[src/rtl/spike_window_monitor.sv]
// spike_window_monitor
// Counts rising edges on four spike lines over fixed windows of WINDOW_CYCLES
// clocks, then latches the counts, a saturation flag and a winner index
// together with a one-cycle window_valid strobe.
//
// Ports:
//   clk          system clock
//   reset        synchronous reset, active-high
//   enable       1 = run back-to-back windows, 0 = abort and idle
//   spike_in     [0]=spike_1 [1]=spike_2 [2]=spike_3 [3]=spike_output
//   count_1..3   latched edge counts of spike_in[0..2]
//   count_out    latched edge count of spike_in[3]
//   winner       1..3 = input line with unique highest count, 0 = none
//   overflow     a counter saturated during the latched window
//   window_valid one-cycle strobe when new results appear
module spike_window_monitor #(
   parameter int unsigned WINDOW_CYCLES = 256,
   parameter int unsigned CNT_W         = 8
) (
   input  logic             clk,
   input  logic             reset,
   input  logic             enable,
   input  logic [3:0]       spike_in,
   output logic [CNT_W-1:0] count_1,
   output logic [CNT_W-1:0] count_2,
   output logic [CNT_W-1:0] count_3,
   output logic [CNT_W-1:0] count_out,
   output logic [1:0]       winner,
   output logic             overflow,
   output logic             window_valid
);

   localparam int unsigned      TMR_W    = (WINDOW_CYCLES > 2) ? $clog2(WINDOW_CYCLES) : 1;
   localparam logic [TMR_W-1:0] TMR_LAST = TMR_W'(WINDOW_CYCLES - 1);
   localparam logic [CNT_W-1:0] CNT_MAX  = '1;

   typedef enum logic {IDLE, RUN} state_t;

   state_t           state, state_next;
   logic [TMR_W-1:0] timer;
   logic [CNT_W-1:0] acc      [4];
   logic [CNT_W-1:0] acc_next [4];
   logic [3:0]       prev;
   logic [3:0]       events;
   logic             ovf_acc, ovf_next;
   logic             run, window_end;
   logic [1:0]       winner_next;

   // FSM: state register
   always_ff @(posedge clk) begin
      if (reset) state <= IDLE;
      else       state <= state_next;
   end

   // FSM: next state
   always_comb begin
      state_next = state;
      case (state)
         IDLE:    if (enable)  state_next = RUN;
         RUN:     if (!enable) state_next = IDLE;
         default: state_next = IDLE;
      endcase
   end

   // FSM: outputs. A RUN cycle with enable low is an abort, so it neither
   // accumulates nor can close a window.
   always_comb begin
      run        = (state == RUN) && enable;
      window_end = run && (timer == TMR_LAST);
   end

   // Saturating accumulation of this cycle's rising edges
   always_comb begin
      events   = spike_in & ~prev;
      ovf_next = ovf_acc;
      for (int unsigned i = 0; i < 4; i++) begin
         acc_next[i] = acc[i];
         if (events[i]) begin
            if (acc[i] == CNT_MAX) ovf_next    = 1'b1;
            else                   acc_next[i] = acc[i] + 1'b1;
         end
      end
   end

   // Strictly-largest of the three input counts; ties and all-zero give 0
   always_comb begin
      winner_next = 2'd0;
      if      ((acc_next[0] > acc_next[1]) && (acc_next[0] > acc_next[2])) winner_next = 2'd1;
      else if ((acc_next[1] > acc_next[0]) && (acc_next[1] > acc_next[2])) winner_next = 2'd2;
      else if ((acc_next[2] > acc_next[0]) && (acc_next[2] > acc_next[1])) winner_next = 2'd3;
   end

   always_ff @(posedge clk) begin
      if (reset) begin
         prev         <= '0;
         timer        <= '0;
         ovf_acc      <= 1'b0;
         for (int unsigned i = 0; i < 4; i++) acc[i] <= '0;
         count_1      <= '0;
         count_2      <= '0;
         count_3      <= '0;
         count_out    <= '0;
         winner       <= 2'd0;
         overflow     <= 1'b0;
         window_valid <= 1'b0;
      end else begin
         prev         <= spike_in;
         window_valid <= 1'b0;
         if (!run) begin
            timer   <= '0;
            ovf_acc <= 1'b0;
            for (int unsigned i = 0; i < 4; i++) acc[i] <= '0;
         end else if (window_end) begin
            // Latch final values; next window starts on the following cycle
            count_1      <= acc_next[0];
            count_2      <= acc_next[1];
            count_3      <= acc_next[2];
            count_out    <= acc_next[3];
            winner       <= winner_next;
            overflow     <= ovf_next;
            window_valid <= 1'b1;
            timer        <= '0;
            ovf_acc      <= 1'b0;
            for (int unsigned i = 0; i < 4; i++) acc[i] <= '0;
         end else begin
            timer   <= timer + 1'b1;
            ovf_acc <= ovf_next;
            for (int unsigned i = 0; i < 4; i++) acc[i] <= acc_next[i];
         end
      end
   end

endmodule
[config.mk]
export PLATFORM = sky130hd
export DESIGN_NAME = spike_window_monitor
export DESIGN_NICKNAME = d
export VERILOG_FILES = /design/src/rtl/spike_window_monitor.sv
export SDC_FILE = /design/constraint.sdc
export NUM_CORES = 1
export LEC_CHECK = 0
export ABC_AREA = 1
export BUFFER_PORTS_ARGS = -buffer_cell sky130_fd_sc_hd__buf_2
export CAP_MARGIN = 20
export CORE_MARGIN = 2
export CORE_UTILIZATION = 64
export DETAILED_ROUTE_END_ITERATION = 8
export HOLD_SLACK_MARGIN = 0.05
export PLACE_DENSITY = 0.82
export SLEW_MARGIN = 20
export SYNTH_ARGS = -nofsm -noshare
export SYNTH_HDL_FRONTEND = slang
export SYNTH_SLANG_ARGS = --single-unit
[constraint.sdc]
create_clock -name clk -period 7.85 [get_ports clk]
set_clock_uncertainty 0.1 [all_clocks]
set_input_delay 1.1775 -clock clk [delete_from_list [all_inputs] [get_ports clk]]
set_output_delay 1.1775 -clock clk [all_outputs]
set_load 0.05 [all_outputs]
== Word level (Yosys, flattened, before mapping) ==
Memory sizes are Yosys's and may differ from the RTL's.
Cells that the tools add are included.

* Bits in registers: 50
* RAM bits: 32
* Bits of input ports: 7
* Output and inout port bits: 36
* Word-level logic and storage cells: 95
* Memories: 1

{| class="wikitable"
|+ Memory list
! name !! depth !! bits a word !! read ports !! clocked after memory_dff !! wr ports !! RTL line !! text
|-
| acc || 4 || 8 || 4 || 0 || 4 || 41 || <nowiki>logic [CNT_W-1:0] acc [4];</nowiki>
|}

* $add $sub $neg: 5
* Magnitude comparators: 6
* Eq/ne operators: 5
* Muxes and demuxes: 45
* Bitwise operators: 15
* Reduce and logical (&&, ||, !) cells: 7

{| class="wikitable"
|+ Operators by type and width
! operator !! number
|-
| two-way mux 8 bit || 20
|-
| greater-than comparator 8 bit || 6
|-
| adder 8 x 1 -> 8 bit, second input constant || 5
|-
| == test 8 bit, second input constant || 5
|-
| two-way mux 1 bit || 22
|-
| OR 1 bit || 12
|-
| two-way mux 2 bit || 3
|-
| logical AND 1 bit || 5
|-
| bitwise AND 4 bit || 1
|-
| NOT 4 bit || 1
|-
| OR reduction 3 bit || 1
|-
| AND reduction 2 bit || 1
|-
| NOT 1 bit || 1
|}

== Logic depth before layout (Yosys ltp) ==
Gate-level depths: netlist of the first run.

* Word-level depth: 9
* Mapped depth: 20
* Mapped depth without buffers: 20

== Worst setup path before layout of the first run ==
OpenSTA, ideal clock, no wires.

* Kind: in2reg
* Start: input spike_in[1]
* End: register winner[1]
* Setup time: 0.067 ns
* Arrival time: 3.079 ns
* Required time: 7.683 ns
* Slack: 4.605 ns
* Cell stages on the path: 16
* Path buffers: 0
* Cells stage by stage: inv_1 nor2_8 nand3_2 or2_2 xnor2_1 inv_1 ha_1 nand3_1 o21bai_2 nand2_1 nand2_1 nand2_1 nand3_1 nand2_1 nand2_1 a21oi_2

{| class="wikitable"
|+ RTL lines
! what !! RTL line !! text
|-
| start, declared || 23 || <nowiki>input logic [3:0] spike_in,</nowiki>
|-
| end signal, assigned || 119 || <nowiki>winner <= winner_next;</nowiki>
|-
| end, declared || 28 || <nowiki>output logic [1:0] winner,</nowiki>
|}

== Worst setup path after layout of the first run ==
* Start: input spike_in[0]
* End: register winner[0]

* Cells in the longest elaborated chain, start to end: 7
* Elaborated cells on any way between the ends: 12
* Classes of those cells: order compare: 4; mux: 4; bitwise: 1; reduce/logical: 3

{| class="wikitable"
|+ RTL lines
! what !! RTL line !! text
|-
| bitwise AND 4 bit * || 74 || <nowiki>events = spike_in & ~prev;</nowiki>
|-
| two-way mux 8 bit * || 78 || <nowiki>if (events[i]) begin</nowiki>
|-
| greater-than comparator 8 bit || 90 || <nowiki>else if ((acc_next[2] > acc_next[0]) && (acc_next[2] > acc_next[1])) winner_next = 2'd3;</nowiki>
|-
| logical AND 1 bit || 90 ||
|-
| two-way mux 2 bit || 90 ||
|-
| two-way mux 2 bit || 89 || <nowiki>else if ((acc_next[1] > acc_next[0]) && (acc_next[1] > acc_next[2])) winner_next = 2'd2;</nowiki>
|-
| two-way mux 2 bit * || 88 || <nowiki>if ((acc_next[0] > acc_next[1]) && (acc_next[0] > acc_next[2])) winner_next = 2'd1;</nowiki>
|}

Mark *: on every way between the ends. The rest lies on a longest branch, timed or not.
A chain may end at the register's enable or synchronous reset.

==> results of run 1 <==
## power by group through the flow
stage / logic [uW] / clock network [uW] / registers (uW)
2_1_floorplan: 64.3 / 0 / 465
3_3_place_gp: 79.5 / 0 / 466
3_5_place_dp: 82.8 / 0 / 467
4_1_cts: 83.9 / 327 / 457
5_1_grt: 96.0 / 341 / 459
6_report: 85.6 / 323 / 457
## stage by stage
step	std cells	setup slack [ps]	cell area, um^2	utilization
floorplan	581	4600	4630	-
finish	722	4300	5090	0.750
detailed placement	706	4040	4890	0.720
CTS	722	4370	5090	0.750
global placement	706	4150	4890	0.720
global route	722	4010	5090	0.750
## sequential cells by signal, summed over array words and instances, names as in the netlist
register	flops
prev	4
acc	32
count_out	8
window_valid	1
ovf_acc	1
count_3	8
overflow	1
timer	8
count_1	8
count_2	8
winner	2
state	1
## path summary, 6_finish.rpt
path / from / end / slack, ps / depth (start not counted)
worst max-delay path: spike_in[0] / winner[0]$_SDFFE_PP0P_ / 4300 / 18
worst min-delay path: timer[0]$_SDFF_PP0_ / timer[0]$_SDFF_PP0_ / 350 / 1
worst max register to register: acc[1][0]$_SDFFCE_PN0P_ / winner[0]$_SDFFE_PP0P_ / 4710 / 17
worst min register to register: timer[0]$_SDFF_PP0_ / timer[0]$_SDFF_PP0_ / 350 / 1
## logic make-up (layout without fill, tap and decap cells)
group,count (synthesis),after routing,share of synthesized area
other,1,32,0.000830
and+or+nand+nor,240,240,0.262
muxes,1,1,0.00222
DFF,82,82,0.434
AOI/OAI and AO/OA,82,82,0.110
adders and majority gates,23,23,0.0637
xor gates and xnor gates,17,17,0.0330
buffers and inverters,104,149,0.0937
## final cells by class
class	instances	area share
Sequential cell	82	0.385
Clock buffer	10	0.0270
Tap cell	96	0.0236
Clock inverter	6	0.0135
Inverter	89	0.0656
Multi-Input combinational cell	395	0.441
Timing Repair Buffer	44	0.0442
## worst max-delay path, delay by kind of cell
kind	cells	cell delay [ps]
compound gates	2	190
fa+ha+maj	1	300
buf+inv	5	330
simple gates	10	1710
## metal layers
metal,global-route usage,vias to the layer above,routed length [um]
li1,-,1886,-
met1,0.361,1760,4530
met2,0.474,139,4850
met3,0.0566,26,704
met4,0.133,0,276
met5,0,-,0
## cell usage in the layout, fill, tap and decap left out, types with 5 or more instances in the layout
master    instances
ha_1             23
nor2_2           14
nand3_1          18
a21oi_1          28
clkbuf_8         10
nand2_1          89
o211ai_1         20
inv_1            83
edfxtp_1         32
nand4_1           7
inv_2             5
conb_1           32
dfxtp_1          50
nor2_1           67
nand2_4          10
buf_2            42
nand2_2          11
nand3_2           6
o21a_1            5
xor2_1           13
o21ai_0          23
==> summary.txt, run 1 <==
Status
  • Status: finished clean

Placement
  • IO buf count: 42
  • Placer Congestion: about 0.9
  • Detailed placement HPWL: between 7000 and 8000 um

Clock tree
  • Clock root buffer: clkbuf_8
  • Post-CTS Setup Bufs: 0
  • CTS Buf Count: 9
  • Clk sink count: 82
  • Max Root-Sink Buffers: 2
  • Post-CTS sizing: 0
  • CTS clk-pin slew, worst paths: 90 ps
  • Clk_lat worst skew: 360 ps
  • # hold bufs at CTS: 0
  • CTS tree: done
  • H-tree levels: 3

Logic synthesis
  • EDFF count, synth: 32
  • Seq cells post-synth: 82
  • Top post-synthesis cells by area: dfxtp_1 22%, edfxtp_1 21%, nand2_1 7.4%, inv_1 6.9%, ha_1 6.4%
  • Synth warn: 0
  • Count leader, synth: nand2_1
  • Cell area after synthesis: 4520 um^2
  • Post-synth top area cell: dfxtp_1
  • Netlist cell types: 38
  • Most frequent cells after synthesis: 89 x nand2_1, 83 x inv_1, 67 x nor2_1, 50 x dfxtp_1, 32 x edfxtp_1
  • Sequential share of the synthesized area: 0.434
  • Post-synth top area share: 0.222
  • Top_reg_cell synth: dfxtp_1
  • Synth Area per Inst: 8.21 um^2
  • Share of synthesized flip-flops with an asynchronous set or reset: 0
  • Post-Syn Instances: 550

Route
  • Post-route ant nets: 0
  • DRC errors left: 0
  • Avg Vias per Cell: 5.28
  • Detailed-route via count: roughly 3800
  • Wire length per cell after detailed routing: 14.3 um
  • Iter 0 DRT Violations: 274
  • DRT Wirelength: just over 10000 um
  • Pre-antenna DRT Iters: 5

Critical path
  • Critical path's largest stage delay: around 330 ps
  • Crit Path Category: input pin to flop
  • Crit path DAT: 3710 ps
  • Peak fanout along the critical path: 5
  • CP Capture Type: flop
  • Worst path slowest cell: nor4_1
  • Startpoint types: input pin
  • CP cell instances: buf_2 -> inv_1 -> nor2_2 -> inv_1 -> nor4_1 -> nand3_1 -> nand3_1 -> inv_1 -> ha_1 -> nand2_1 -> nor2_1 -> nand3_1 -> nor2_1 -> a21oi_1 -> nand3_1 -> o211ai_1 -> nand2_1 -> inv_1
  • CP required: approximately 8000 ps

Floorplan
  • FP Rows: 30
  • Core Region: between 6000 and 7000 um^2
  • Die area: 7740 um^2
  • Die Ht: around 88 um
  • Initial core utilization: 0.665
  • Num ports: 43
  • Die Width: 88.0 um

Global routing
  • Total grt overflow: 0
  • Largest net degree at the start of global routing: 36
  • Number of global-route vias before repair: 3684
  • First-pass GRT wire length: 16800 um
  • Total track usage: 0.286
  • Initial antenna violation count: 0

Finish
  • Layout cell share with drive strength beyond 1: 0.179
  • Layout Nets: 651
  • # fillers: 511
  • Register area: 1960 um^2
  • Area grow syn2layout: 12.8%
  • Antenna diodes: 0
  • Multi-input logic area: 2250 um^2

Power
  • Cell Pwr Density: 170 nW/um^2
  • Clock power frac: 0.373
  • Internal Power: 636 uW
  • Seq pwr share: 0.528
  • Pleak: 0.00248 uW
  • Sw power: 230 uW
  • Final Power: ~870 uW
  • Sw Ratio: 0.265
  • Max IR drop VDD: 0.000117 V
  • Combinational share of power: 0.099

Hold path
  • HP Class: flop to flop

Timing
  • Min Tclk post-route: 3550 ps
  • Setup violators final: 0
  • Worst hold slack: 354 ps
  • Fmax: 282 MHz
  • Fin crit share: 0.452
  • Slew @ Worst Pin: between 1000 and 1500 ps
  • Final Hold Fails: 0
  • Total Neg Setup Slack: 0 ps
  • Slew margin rel.: 0.305
  • Unrepaired setup endpoints after global routing: no
  • Fin. max-slew vios: 0

Run
  • Max Cap Violations: 0
Power figures use the tool's default switching activity.
==> inputs of run 2 (changes only) <==
--- a/config.mk
+++ b/config.mk
@@ -9,10 +9,10 @@
 export BUFFER_PORTS_ARGS = -buffer_cell sky130_fd_sc_hd__buf_2
 export CAP_MARGIN = 20
 export CORE_MARGIN = 2
-export CORE_UTILIZATION = 64
+export CORE_UTILIZATION = 54
 export DETAILED_ROUTE_END_ITERATION = 8
 export HOLD_SLACK_MARGIN = 0.05
-export PLACE_DENSITY = 0.82
+export PLACE_DENSITY = 0.74
 export SLEW_MARGIN = 20
 export SYNTH_ARGS = -nofsm -noshare
 export SYNTH_HDL_FRONTEND = slang
==> constraint.sdc (replaced) <==
create_clock -name clk -period 2.9 [get_ports clk]
set_clock_uncertainty 0.1 [all_clocks]
set_input_delay 0.435 -clock clk [delete_from_list [all_inputs] [get_ports clk]]
set_output_delay 0.435 -clock clk [all_outputs]
set_load 0.05 [all_outputs]
==> run 2 against run 1 <==
- first-iteration DRC count shrank 23%
- non-clock buffer count grew 18
- register-to-register slack lost 4600 ps
- sequential share of layout area shrank 2.2 points
- global-route usage shrank 4.9 points
- worst hold slack lost 160 ps
- cell area grew 6.1%
- via count grew 0.37%
- critical path depth grew 1
- flip-flop and latch count is the same
- core utilization shrank 8.9 points
- largest cell class unchanged
- largest power group unchanged
- highest routed layer unchanged
==> summary.txt, run 2 (same netlist as run 1, synthesis figures left out) <==
Power
  • Pleak: 0.00259 uW (+4.2%)
  • Max IR drop VDD: 0.000331 V (+180%)
  • Cell Pwr Density: 451 nW/um^2 (+170%)

Finish
  • Most flop-heavy register: acc
  • Multi-input logic area: 2370 um^2 (+5.4%)
  • Commonest non-fill, non-tap cell in the layout: nand2_1
  • Register area: 1960 um^2 (unchanged)
  • Antenna diodes: 0 (unchanged)
  • Layout Nets: 669 (+2.8%)
  • Most frequent cells in the layout: 89 x nand2_1, 78 x inv_1, 62 x nor2_1
  • Layout cell share with drive strength beyond 1: 0.238 (+0.0587)
  • Area grow syn2layout: 19.7%
  • # fillers: 675 (+32%)
  • Number of flip-flops in the largest register: 32 (unchanged)

Clock tree
  • Clk sink count: 82 (unchanged)
  • Clock root buffer: clkbuf_8
  • Clk_lat worst skew: 350 ps (about the same)
  • CTS clk-pin slew, worst paths: 90 ps (about the same)
  • CTS tree: done
  • CTS Buf Count: 9 (unchanged)
  • H-tree levels: 3 (unchanged)
  • Max Root-Sink Buffers: 2 (unchanged)

Timing
  • Slew @ Worst Pin: 585 ps (-456 ps)
  • Fmax: 357 MHz
  • Setup violators final: 0 (unchanged)
  • Fin. max-slew vios: 0 (unchanged)
  • Worst hold slack: 198 ps (-156 ps)
  • Min Tclk post-route: about 2800 ps
  • Final Hold Fails: 0 (unchanged)
  • Total Neg Setup Slack: 0 ps (unchanged)
  • Fin crit share: 0.966
  • Slew margin rel.: 0.606 (+0.301)

Critical path
  • R2R depth: 19 (+2)
  • CP Capture Type: flop
  • Reg-to-Reg Start: acc[1][0]$_SDFFCE_PN0P_
  • CP required: 3040 ps (-4970 ps)
  • R2R Setup Slk: 100 ps (-4610 ps)
  • Startpoint types: flop
  • Crit path DAT: 2940 ps (-770 ps)
  • Peak fanout along the critical path: 4 (-1)
  • R2R Path End: winner[1]$_SDFFE_PP0P_
  • Crit Path Category: flop to flop

Floorplan
  • Core Region: 8180 um^2 (+20%)
  • Die Ht: 95.4 um (+8.5%)
  • FP Rows: 33 (+10%)
  • Die Width: 95.4 um (+8.5%)
  • Num ports: 43 (unchanged)
  • Die area: 9110 um^2 (+18%)
  • Initial core utilization: 0.552 (-0.112)

Hold path
  • Hold EP: prev[3]$_SDFF_PP0_
  • HP Start: spike_in[3]
  • Hold depth: 3 (+2)
  • HP Class: input pin to flop

Route
  • DRC errors left: 0 (unchanged)
  • Iter 0 DRT Violations: 210 (-23%)
  • Pre-antenna DRT Iters: 6 (+1)
  • Avg Vias per Cell: 5.11 (-3.3%)
  • Detailed-route via count: 3825 (+0.37%)
  • Wire length per cell after detailed routing: 14.1 um (-1.4%)
  • DRT Wirelength: 10600 um (+2.3%)
  • Post-route ant nets: 0 (unchanged)

Global routing
  • Number of global-route vias before repair: 3564 (-3.3%)
  • Total track usage: 0.238 (-0.0488)
  • Initial antenna violation count: 0 (unchanged)
  • Largest net degree at the start of global routing: 52 (+44%)
  • First-pass GRT wire length: 16500 um (-1.8%)
  • Total grt overflow: 0 (unchanged)

Placement
  • Placer Congestion: 0.911 (+3.2%)
  • Detailed placement HPWL: 7370 um (-1.4%)
  • IO buf count: 42 (unchanged)

Status
  • Status: finished clean

Run
  • Max Cap Violations: 0 (unchanged)
[run 2: per-layer routing]
layer | global-route usage | vias to the layer above | routed length [um]
li1 | - | 1923 | -
met1 | 0.311 | 1767 | 4780
met2 | 0.391 | 111 | 4980
met3 | 0.0427 | 24 | 586
met4 | 0.0929 | 0 | 251
met5 | 0 | - | 0
[run 2: critical path, stage by stage (launching register included)]
cell	delay, ps
edfxtp_1	370
buf_4	120
buf_4	110
nand3_1	110
nor3_1	340
nor2_1	70
nor2_1	320
inv_1	90
ha_1	320
nand2_1	60
inv_1	40
nand2_1	70
nor2_2	140
nand2_1	60
nor2_1	90
nor2_1	50
nand2_1	50
nand2_1	40
nand2_1	70
a21oi_2	50
[run 2: worst max-delay path by stage]
stage	startpoint	end	slack, ps	cells past startpoint
floorplan	acc[1][0]$_SDFFCE_PN0P_	winner[1]$_SDFFE_PP0P_	210	18
global placement	spike_in[1]	winner[1]$_SDFFE_PP0P_	60	20
detailed placement	acc[1][1]$_SDFFCE_PN0P_	winner[1]$_SDFFE_PP0P_	20	18
CTS	acc[1][1]$_SDFFCE_PN0P_	winner[1]$_SDFFE_PP0P_	10	18
global route	acc[1][0]$_SDFFCE_PN0P_	winner[1]$_SDFFE_PP0P_	-70	19
finish	acc[1][0]$_SDFFCE_PN0P_	winner[1]$_SDFFE_PP0P_	100	19
[run 2: final cells by class]
type,instances,share of cell area
clock buffers,9,0.0229
inverters,89,0.0623
well taps,105,0.0243
clock inverters,7,0.0183
multi-input cells,395,0.438
repair buffers,62,0.0713
flip-flops and latches,82,0.363
[run 2: where the power goes]
part / total (uW) / internal, uW / switching (uW)
logic: 263 / 93.2 / 170
registers: 1240 / 1220 / 20.2
clock network: 936 / 492 / 444
[run 2: timing repair]
| item | CTS | global route |
|---|---|---|
| pin swaps | 0 | 5 |
| hold endpoints to repair | 0 | 0 |
| setup endpoints to repair | 1 | 2 |
| hold buffers | 0 | 0 |
| resized for setup | 1 | 28 |
| buffers inserted | 0 | 7 |
[run 2: per-stage QoR]
stage	setup WS (ps)	total power [uW]	area [um^2]	instances	utilization
floorplan	212	1430	4630	581	-
global placement	61.2	1490	5010	726	0.612
detailed placement	19.4	1500	5010	726	0.612
CTS	9.96	2420	5240	742	0.641
global route	-71.5	2520	5410	749	0.661
finish	97.6	2440	5410	749	0.661
